**src/rtl/fan_pkg.sv**
```systemverilog
// Shared constants for the FAN injection path: default sizing, ctrl bit indices
// and the {ctrl, row, data} lane layout.
package fan_pkg;
  localparam int DEF_N_STACK = 4;
  localparam int DEF_DW_DATA = 32;
  localparam int DEF_DW_ROW  = 4;
  localparam int DEF_DW_CTRL = 4;
  localparam int DEF_NUM_IN  = 6;
  localparam int DEF_DW_CNT  = 16;

  localparam int CTRL_VALID   = 3;
  localparam int CTRL_FWD     = 2;
  localparam int CTRL_FROM_LO = 1;
  localparam int CTRL_TO_HI   = 0;

  localparam int OFF_DATA = 0;

  function automatic int f_off_row(input int n_stack, input int dw_data);
    return n_stack * dw_data;
  endfunction

  function automatic int f_off_ctrl(input int n_stack, input int dw_data, input int dw_row);
    return f_off_row(n_stack, dw_data) + dw_row;
  endfunction

  function automatic int f_dw_line(input int n_stack, input int dw_data, input int dw_row);
    return f_off_ctrl(n_stack, dw_data, dw_row) + DEF_DW_CTRL;
  endfunction

  localparam int DEF_DW_LINE = f_dw_line(DEF_N_STACK, DEF_DW_DATA, DEF_DW_ROW);
endpackage

```
**src/rtl/fan_ctrl_tagger.sv**
```systemverilog
// Combinational ctrl generator: marks valid lanes and row-group continuation
// between adjacent lanes of one packet of i_n valid lanes.
module fan_ctrl_tagger
  import fan_pkg::*;
#(
  parameter int NUM_IN  = DEF_NUM_IN,
  parameter int DW_ROW  = DEF_DW_ROW,
  parameter int DW_CTRL = DEF_DW_CTRL,
  parameter int DW_N    = $clog2(DEF_NUM_IN + 1)
) (
  input  logic [NUM_IN*DW_ROW-1:0]  i_rows,
  input  logic [DW_N-1:0]           i_n,
  output logic [NUM_IN*DW_CTRL-1:0] o_ctrl
);
  logic [NUM_IN-1:0] w_v;
  logic [NUM_IN-1:0] w_hi;
  logic [NUM_IN-1:0] w_lo;

  for (genvar i = 0; i < NUM_IN; i++) begin : g_lane
    assign w_v[i] = DW_N'(i) < i_n;

    if (i < NUM_IN - 1) begin : g_hi
      assign w_hi[i] = w_v[i] & w_v[i+1] &
                       (i_rows[i*DW_ROW +: DW_ROW] == i_rows[(i+1)*DW_ROW +: DW_ROW]);
    end else begin : g_hi_edge
      assign w_hi[i] = 1'b0;
    end

    if (i > 0) begin : g_lo
      assign w_lo[i] = w_v[i] & w_v[i-1] &
                       (i_rows[i*DW_ROW +: DW_ROW] == i_rows[(i-1)*DW_ROW +: DW_ROW]);
    end else begin : g_lo_edge
      assign w_lo[i] = 1'b0;
    end

    // A valid lane with no neighbour in its group is forwarded untouched.
    assign o_ctrl[i*DW_CTRL + CTRL_VALID]   = w_v[i];
    assign o_ctrl[i*DW_CTRL + CTRL_FWD]     = w_v[i] & ~w_hi[i] & ~w_lo[i];
    assign o_ctrl[i*DW_CTRL + CTRL_FROM_LO] = w_lo[i];
    assign o_ctrl[i*DW_CTRL + CTRL_TO_HI]   = w_hi[i];
  end
endmodule

```
**src/rtl/fan_line_packer.sv**
```systemverilog
// Packs a serial tagged element stream into NUM_IN-lane lines; 1 cycle from closing
// acceptance to out_valid. A close against a busy output stalls input until it loads.
module fan_line_packer
  import fan_pkg::*;
#(
  parameter int N_STACK = DEF_N_STACK,
  parameter int DW_DATA = DEF_DW_DATA,
  parameter int DW_ROW  = DEF_DW_ROW,
  parameter int DW_CTRL = DEF_DW_CTRL,
  parameter int DW_LINE = f_dw_line(N_STACK, DW_DATA, DW_ROW),
  parameter int NUM_IN  = DEF_NUM_IN,
  parameter int DW_CNT  = DEF_DW_CNT
) (
  input  logic                      clk,
  input  logic                      rst,
  input  logic                      in_valid,
  output logic                      in_ready,
  input  logic [N_STACK*DW_DATA-1:0] in_data,
  input  logic [DW_ROW-1:0]         in_row,
  input  logic                      in_last,
  output logic                      out_valid,
  input  logic                      out_ready,
  output logic [NUM_IN*DW_LINE-1:0] out,
  output logic [DW_CNT-1:0]         pkt_count
);
  localparam int DW_PAY   = N_STACK * DW_DATA;
  localparam int CW       = $clog2(NUM_IN + 1);
  localparam int OFF_ROW  = f_off_row(N_STACK, DW_DATA);
  localparam int OFF_CTRL = f_off_ctrl(N_STACK, DW_DATA, DW_ROW);

  logic [DW_PAY-1:0]         r_data [NUM_IN];
  logic [DW_ROW-1:0]         r_row  [NUM_IN];
  logic [CW-1:0]             r_cnt;
  logic                      r_pending;
  logic                      r_out_valid;
  logic [NUM_IN*DW_LINE-1:0] r_out;
  logic [DW_CNT-1:0]         r_pkt_count;

  logic                       w_acc;
  logic                       w_close;
  logic                       w_slot_free;
  logic                       w_load;
  logic [CW-1:0]              w_n;
  logic [DW_PAY-1:0]          w_data [NUM_IN];
  logic [NUM_IN*DW_ROW-1:0]   w_rows;
  logic [NUM_IN*DW_CTRL-1:0]  w_ctrl;
  logic [NUM_IN*DW_LINE-1:0]  w_pkt;

  assign in_ready    = !r_pending;
  assign out_valid   = r_out_valid;
  assign out         = r_out;
  assign pkt_count   = r_pkt_count;

  assign w_acc       = in_valid && !r_pending;
  assign w_close     = w_acc && (in_last || r_cnt == CW'(NUM_IN - 1));
  assign w_slot_free = !r_out_valid || out_ready;
  assign w_load      = (w_close || r_pending) && w_slot_free;
  assign w_n         = r_cnt + CW'(w_acc);

  // The closing element bypasses the buffer so a direct load sees the full packet.
  always_comb begin
    for (int i = 0; i < NUM_IN; i++) begin
      w_data[i]                  = r_data[i];
      w_rows[i*DW_ROW +: DW_ROW] = r_row[i];
      if (w_acc && r_cnt == CW'(i)) begin
        w_data[i]                  = in_data;
        w_rows[i*DW_ROW +: DW_ROW] = in_row;
      end
    end
  end

  fan_ctrl_tagger #(
    .NUM_IN  (NUM_IN),
    .DW_ROW  (DW_ROW),
    .DW_CTRL (DW_CTRL),
    .DW_N    (CW)
  ) u_tagger (
    .i_rows (w_rows),
    .i_n    (w_n),
    .o_ctrl (w_ctrl)
  );

  always_comb begin
    w_pkt = '0;
    for (int i = 0; i < NUM_IN; i++) begin
      if (CW'(i) < w_n) begin
        w_pkt[i*DW_LINE + OFF_DATA +: DW_PAY]  = w_data[i];
        w_pkt[i*DW_LINE + OFF_ROW  +: DW_ROW]  = w_rows[i*DW_ROW +: DW_ROW];
        w_pkt[i*DW_LINE + OFF_CTRL +: DW_CTRL] = w_ctrl[i*DW_CTRL +: DW_CTRL];
      end
    end
  end

  always_ff @(posedge clk) begin
    if (rst) begin
      for (int i = 0; i < NUM_IN; i++) begin
        r_data[i] <= '0;
        r_row[i]  <= '0;
      end
      r_cnt       <= '0;
      r_pending   <= 1'b0;
      r_out_valid <= 1'b0;
      r_out       <= '0;
      r_pkt_count <= '0;
    end else begin
      if (w_load) begin
        r_out       <= w_pkt;
        r_out_valid <= 1'b1;
        r_cnt       <= '0;
        r_pending   <= 1'b0;
      end else begin
        if (out_ready) begin
          r_out_valid <= 1'b0;
        end
        if (w_acc) begin
          r_data[r_cnt] <= in_data;
          r_row[r_cnt]  <= in_row;
          r_cnt         <= r_cnt + CW'(1);
          if (w_close) begin
            r_pending <= 1'b1;
          end
        end
      end
      if (r_out_valid && out_ready) begin
        r_pkt_count <= r_pkt_count + DW_CNT'(1);
      end
    end
  end
endmodule

```
**config.mk**
```make
export PLATFORM = sky130hd
export DESIGN_NAME = fan_line_packer
export DESIGN_NICKNAME = d
export VERILOG_FILES = /design/src/rtl/fan_pkg.sv /design/src/rtl/fan_ctrl_tagger.sv /design/src/rtl/fan_line_packer.sv
export SDC_FILE = /design/constraint.sdc
export NUM_CORES = 2
export LEC_CHECK = 0
export CELL_PAD_IN_SITES_DETAIL_PLACEMENT = 1
export CELL_PAD_IN_SITES_GLOBAL_PLACEMENT = 1
export CORE_MARGIN = 10
export CORE_UTILIZATION = 38
export CTS_CLUSTER_DIAMETER = 40
export CTS_CLUSTER_SIZE = 16
export DETAILED_ROUTE_END_ITERATION = 8
export PLACE_DENSITY = 0.77
export SLEW_MARGIN = 20
export SYNTH_ARGS = -nofsm -noshare
export SYNTH_HDL_FRONTEND = slang
export SYNTH_SLANG_ARGS = --single-unit
```
**constraint.sdc**
```tcl
create_clock -name clk -period 9.55 [get_ports clk]
set_input_delay 2.3875 -clock clk [delete_from_list [all_inputs] [get_ports clk]]
set_output_delay 2.3875 -clock clk [all_outputs]
set_load 0.01 [all_outputs]
```
==> Implementation_results.wiki <==
{| class="wikitable"
! Metric !! Value
|-
| Run status || finished, violations left
|-
| Violated checks || max-slew violations
|-
| Number of different library cells in the post-synthesis netlist || 62
|-
| Clock root cell || sky130_fd_sc_hd__clkbuf_16
|-
| Startpoint types || input port
|-
| Horizontal extent of the die || 425 microns
|-
| Clock Sinks || 1627
|-
| Instance area at placement || 74000 sq um
|-
| Share of Yosys cell area claimed by the top area cell type || 38.1%
|-
| Core Box Area || 163000 sq um
|-
| Antenna violations before repair || 24
|-
| Detailed Route WL || 258000 microns
|-
| Number of DRC violations after detailed-routing iteration 0 || 4076
|-
| Number of hold violations in the final report || 0
|-
| Yosys warning count || 0
|-
| Clock latency at the later pin of the worst-skew pair || 0.88 ns
|-
| Post-CTS setup repair buffer count || 0
|-
| # H-tree levels || 4
|-
| Final weighted congestion of routability-driven global placement || 0.841
|-
| Clock buffer count from CTS || 224
|-
| RSZ-0062 raised after global routing || false
|-
| Total via count in the routed design || 48700
|-
| Final critical path time including I/O delays and setup || 6.31 ns
|-
| Most area-consuming cells after synthesis || sky130_fd_sc_hd__edfxtp_1, sky130_fd_sc_hd__dfxtp_1, sky130_fd_sc_hd__mux2i_1
|-
| Die Y-Extent || 425 microns
|-
| TritonCTS clock tree || done
|-
| Total of max-cap violations || 0
|-
| Final Max Tran Viols || 33
|-
| Global-route wire length before repair || 367000 microns
|-
| Global-route usage over all layers || 27.4%
|-
| Tightest Pin Transition || 1.62 ns
|-
| Ratio of cells with drive above 1 in the final layout || 7.30%
|-
| Number of top-level pins || 971
|-
| Cell Rows || 148
|-
| Synth Instances || 5646
|-
| Port buffer count || 968
|-
| Worst Setup End Kind || register
|-
| Post-synth top flop || sky130_fd_sc_hd__dfxtp_1
|-
| Overall overflow remaining after global route || 0
|-
| Synth Register Bits || 1627
|-
| Max stage delay cell, worst path || sky130_fd_sc_hd__o21ba_4
|-
| DIE AREA || 181000 sq um
|-
| Total half-perimeter wirelength after legalization and detailed placement || 168000 microns
|-
| Number of global-route vias before repair || 51600
|-
| Post-route cell area || 82000 sq um
|-
| Part of the Yosys area used for sequential elements || 64.9%
|-
| # setup viols final || 0
|-
| Cts-stage hold buffer count || 0
|-
| TritonRoute pass-1 iters || 5
|-
| Wire per inst || 29.0 microns
|-
| Arrival time of data at the critical path endpoint || 6.78 ns
|-
| Largest fanout of any net on the critical path || 96
|-
| Hold WC Path Type || reg2reg
|-
| Most used cells in the layout excluding fill and tap cells || sky130_fd_sc_hd__clkdlybuf4s50_1, sky130_fd_sc_hd__nand2_1, sky130_fd_sc_hd__dfxtp_1
|-
| Remaining number of nets flagged by the antenna check after routing || 0
|-
| Initial cell density of the core || 38.3%
|-
| Via count normalized by instance count || 5.47
|-
| Accumulated negative setup slack || 0 ns
|-
| Post-synth design cell area || 62400 sq um
|-
| Net count, final || 6656
|-
| Maximum single-stage delay on the critical path || 0.82 ns
|-
| Buffer depth of the longest clock path || 3
|-
| Post-Synthesis Mean Instance Area || 11.1 sq um
|-
| Power density of the placed cells || 216 nW/um^2
|-
| Leakage || 33.6 nW
|-
| Clock-pin slew on the worst setup and hold paths || 0.07 ns
|-
| Worst-case clock skew || 0.0376 ns
|-
| Power consumption || 17.7 mW
|-
| Residual DRC || 0
|-
| Area Overhead vs Synth || 31.4%
|-
| Peak supply drop || 0.198 mV
|-
| Pin count of the biggest net entering global routing || 134
|-
| Filler cells || 17200
|-
| Post-synth EDFFs || 792
|-
| Worst Path Required || 10.02 ns
|-
| Most frequent standard cell in the layout excluding fill and tap cells || sky130_fd_sc_hd__clkdlybuf4s50_1
|-
| Headroom to the max-slew limit || -8.15%
|-
| Final cycle utilization of the critical path || 66.1%
|-
| Peak Freq || 159 MHz
|-
| Count of instances resized after the clock tree is built || 0
|-
| Fraction of registers with async set/reset || 0%
|-
| Synth area leader || sky130_fd_sc_hd__edfxtp_1
|-
| Cell chain of the critical path || clkdlybuf4s50_1, a21oi_2, o21ba_4, and4_1, or3b_4, nand2b_4, buf_12
|-
| Type of the worst setup path || in2reg
|}
cell type report:
type / count / area [sq um] / share of cell area (%)
diodes: 16 / 40.0 / 0.0488
clock buffers: 271 / 6070 / 7.40
clock inverters: 158 / 1860 / 2.27
inverters: 141 / 529 / 0.645
multi-input cells: 3482 / 19900 / 24.3
flip-flops and latches: 1627 / 40500 / 49.4
well taps: 2175 / 2720 / 3.32
repair buffers: 1035 / 10300 / 12.6
registers in the layout (all words and copies together) (netlist names):
signal	cells
out	814
out_valid	1
pkt_count	16
r_cnt	3
r_data	768
r_pending	1
r_row	24
cells by family after synthesis:
logic type	after synthesis	synth area share, %
DFF	1627	64.9
AOI/OAI and AO/OA	919	7.79
xor gates and xnor gates	35	0.503
other	1	0.00601
buffers and inverters	538	3.47
and+or+nand+nor	1749	10.8
adders and majority gates	8	0.160
muxes	769	12.3
worst max-delay path: cells and delay by family:
family                 cells  cell delay (ns)
and+or+nand+nor            3             1.72
AOI/OAI and AO/OA          2             1.19
buffers and inverters      2             1.17
per-layer routing:
| metal | track usage [%] | wire length [microns] |
|---|---|---|
| met4 | 19.1 | 19600 |
| met2 | 46.6 | 128000 |
| met1 | 30.8 | 94800 |
| met5 | 0 | 65 |
| met3 | 5.38 | 15500 |
where the power goes:
| group | switching [mW] | internal, mW |
|---|---|---|
| combinational | 0.856 | 0.404 |
| sequential | 0.139 | 7.58 |
| clock | 3.50 | 5.21 |
| total | 4.50 | 13.2 |
through the flow:
stage | worst slack, ns | hold slack (ns) | utilization, % | instances
2_1_floorplan | 1.84 | 0.467 | - | 5647
3_3_place_gp | 2.37 | 0.431 | 45.4 | 8458
3_5_place_dp | 2.30 | 0.441 | 45.4 | 8460
4_1_cts | 3.20 | 0.450 | 50.3 | 8889
5_1_grt | 3.04 | 0.476 | 50.3 | 8904
6_report | 3.24 | 0.446 | 50.3 | 8905
Yosys cell counts (all sizes together) (16+ instances only):
cell type,count
buf,98
a21oi,31
xor2,19
dfxtp,835
o21ai,803
edfxtp,792
nor2,716
nand2,970
xnor2,16
inv,139
clkbuf,299
mux2i,769
final timing paths:
path	from	endpoint	slack (ns)	cells past startpoint
setup reg to reg	r_cnt[1]$_SDFFE_PP0N_	r_data[1][97]$_SDFFCE_PN0P_	4.34	9
hold / removal	out[543]$_SDFFE_PP0P_	out[543]$_SDFFE_PP0P_	0.45	2
setup / recovery	in_valid	r_data[1][97]$_SDFFCE_PN0P_	3.24	7
hold reg to reg	out[543]$_SDFFE_PP0P_	out[543]$_SDFFE_PP0P_	0.45	2
Power figures use the tool's default switching activity.
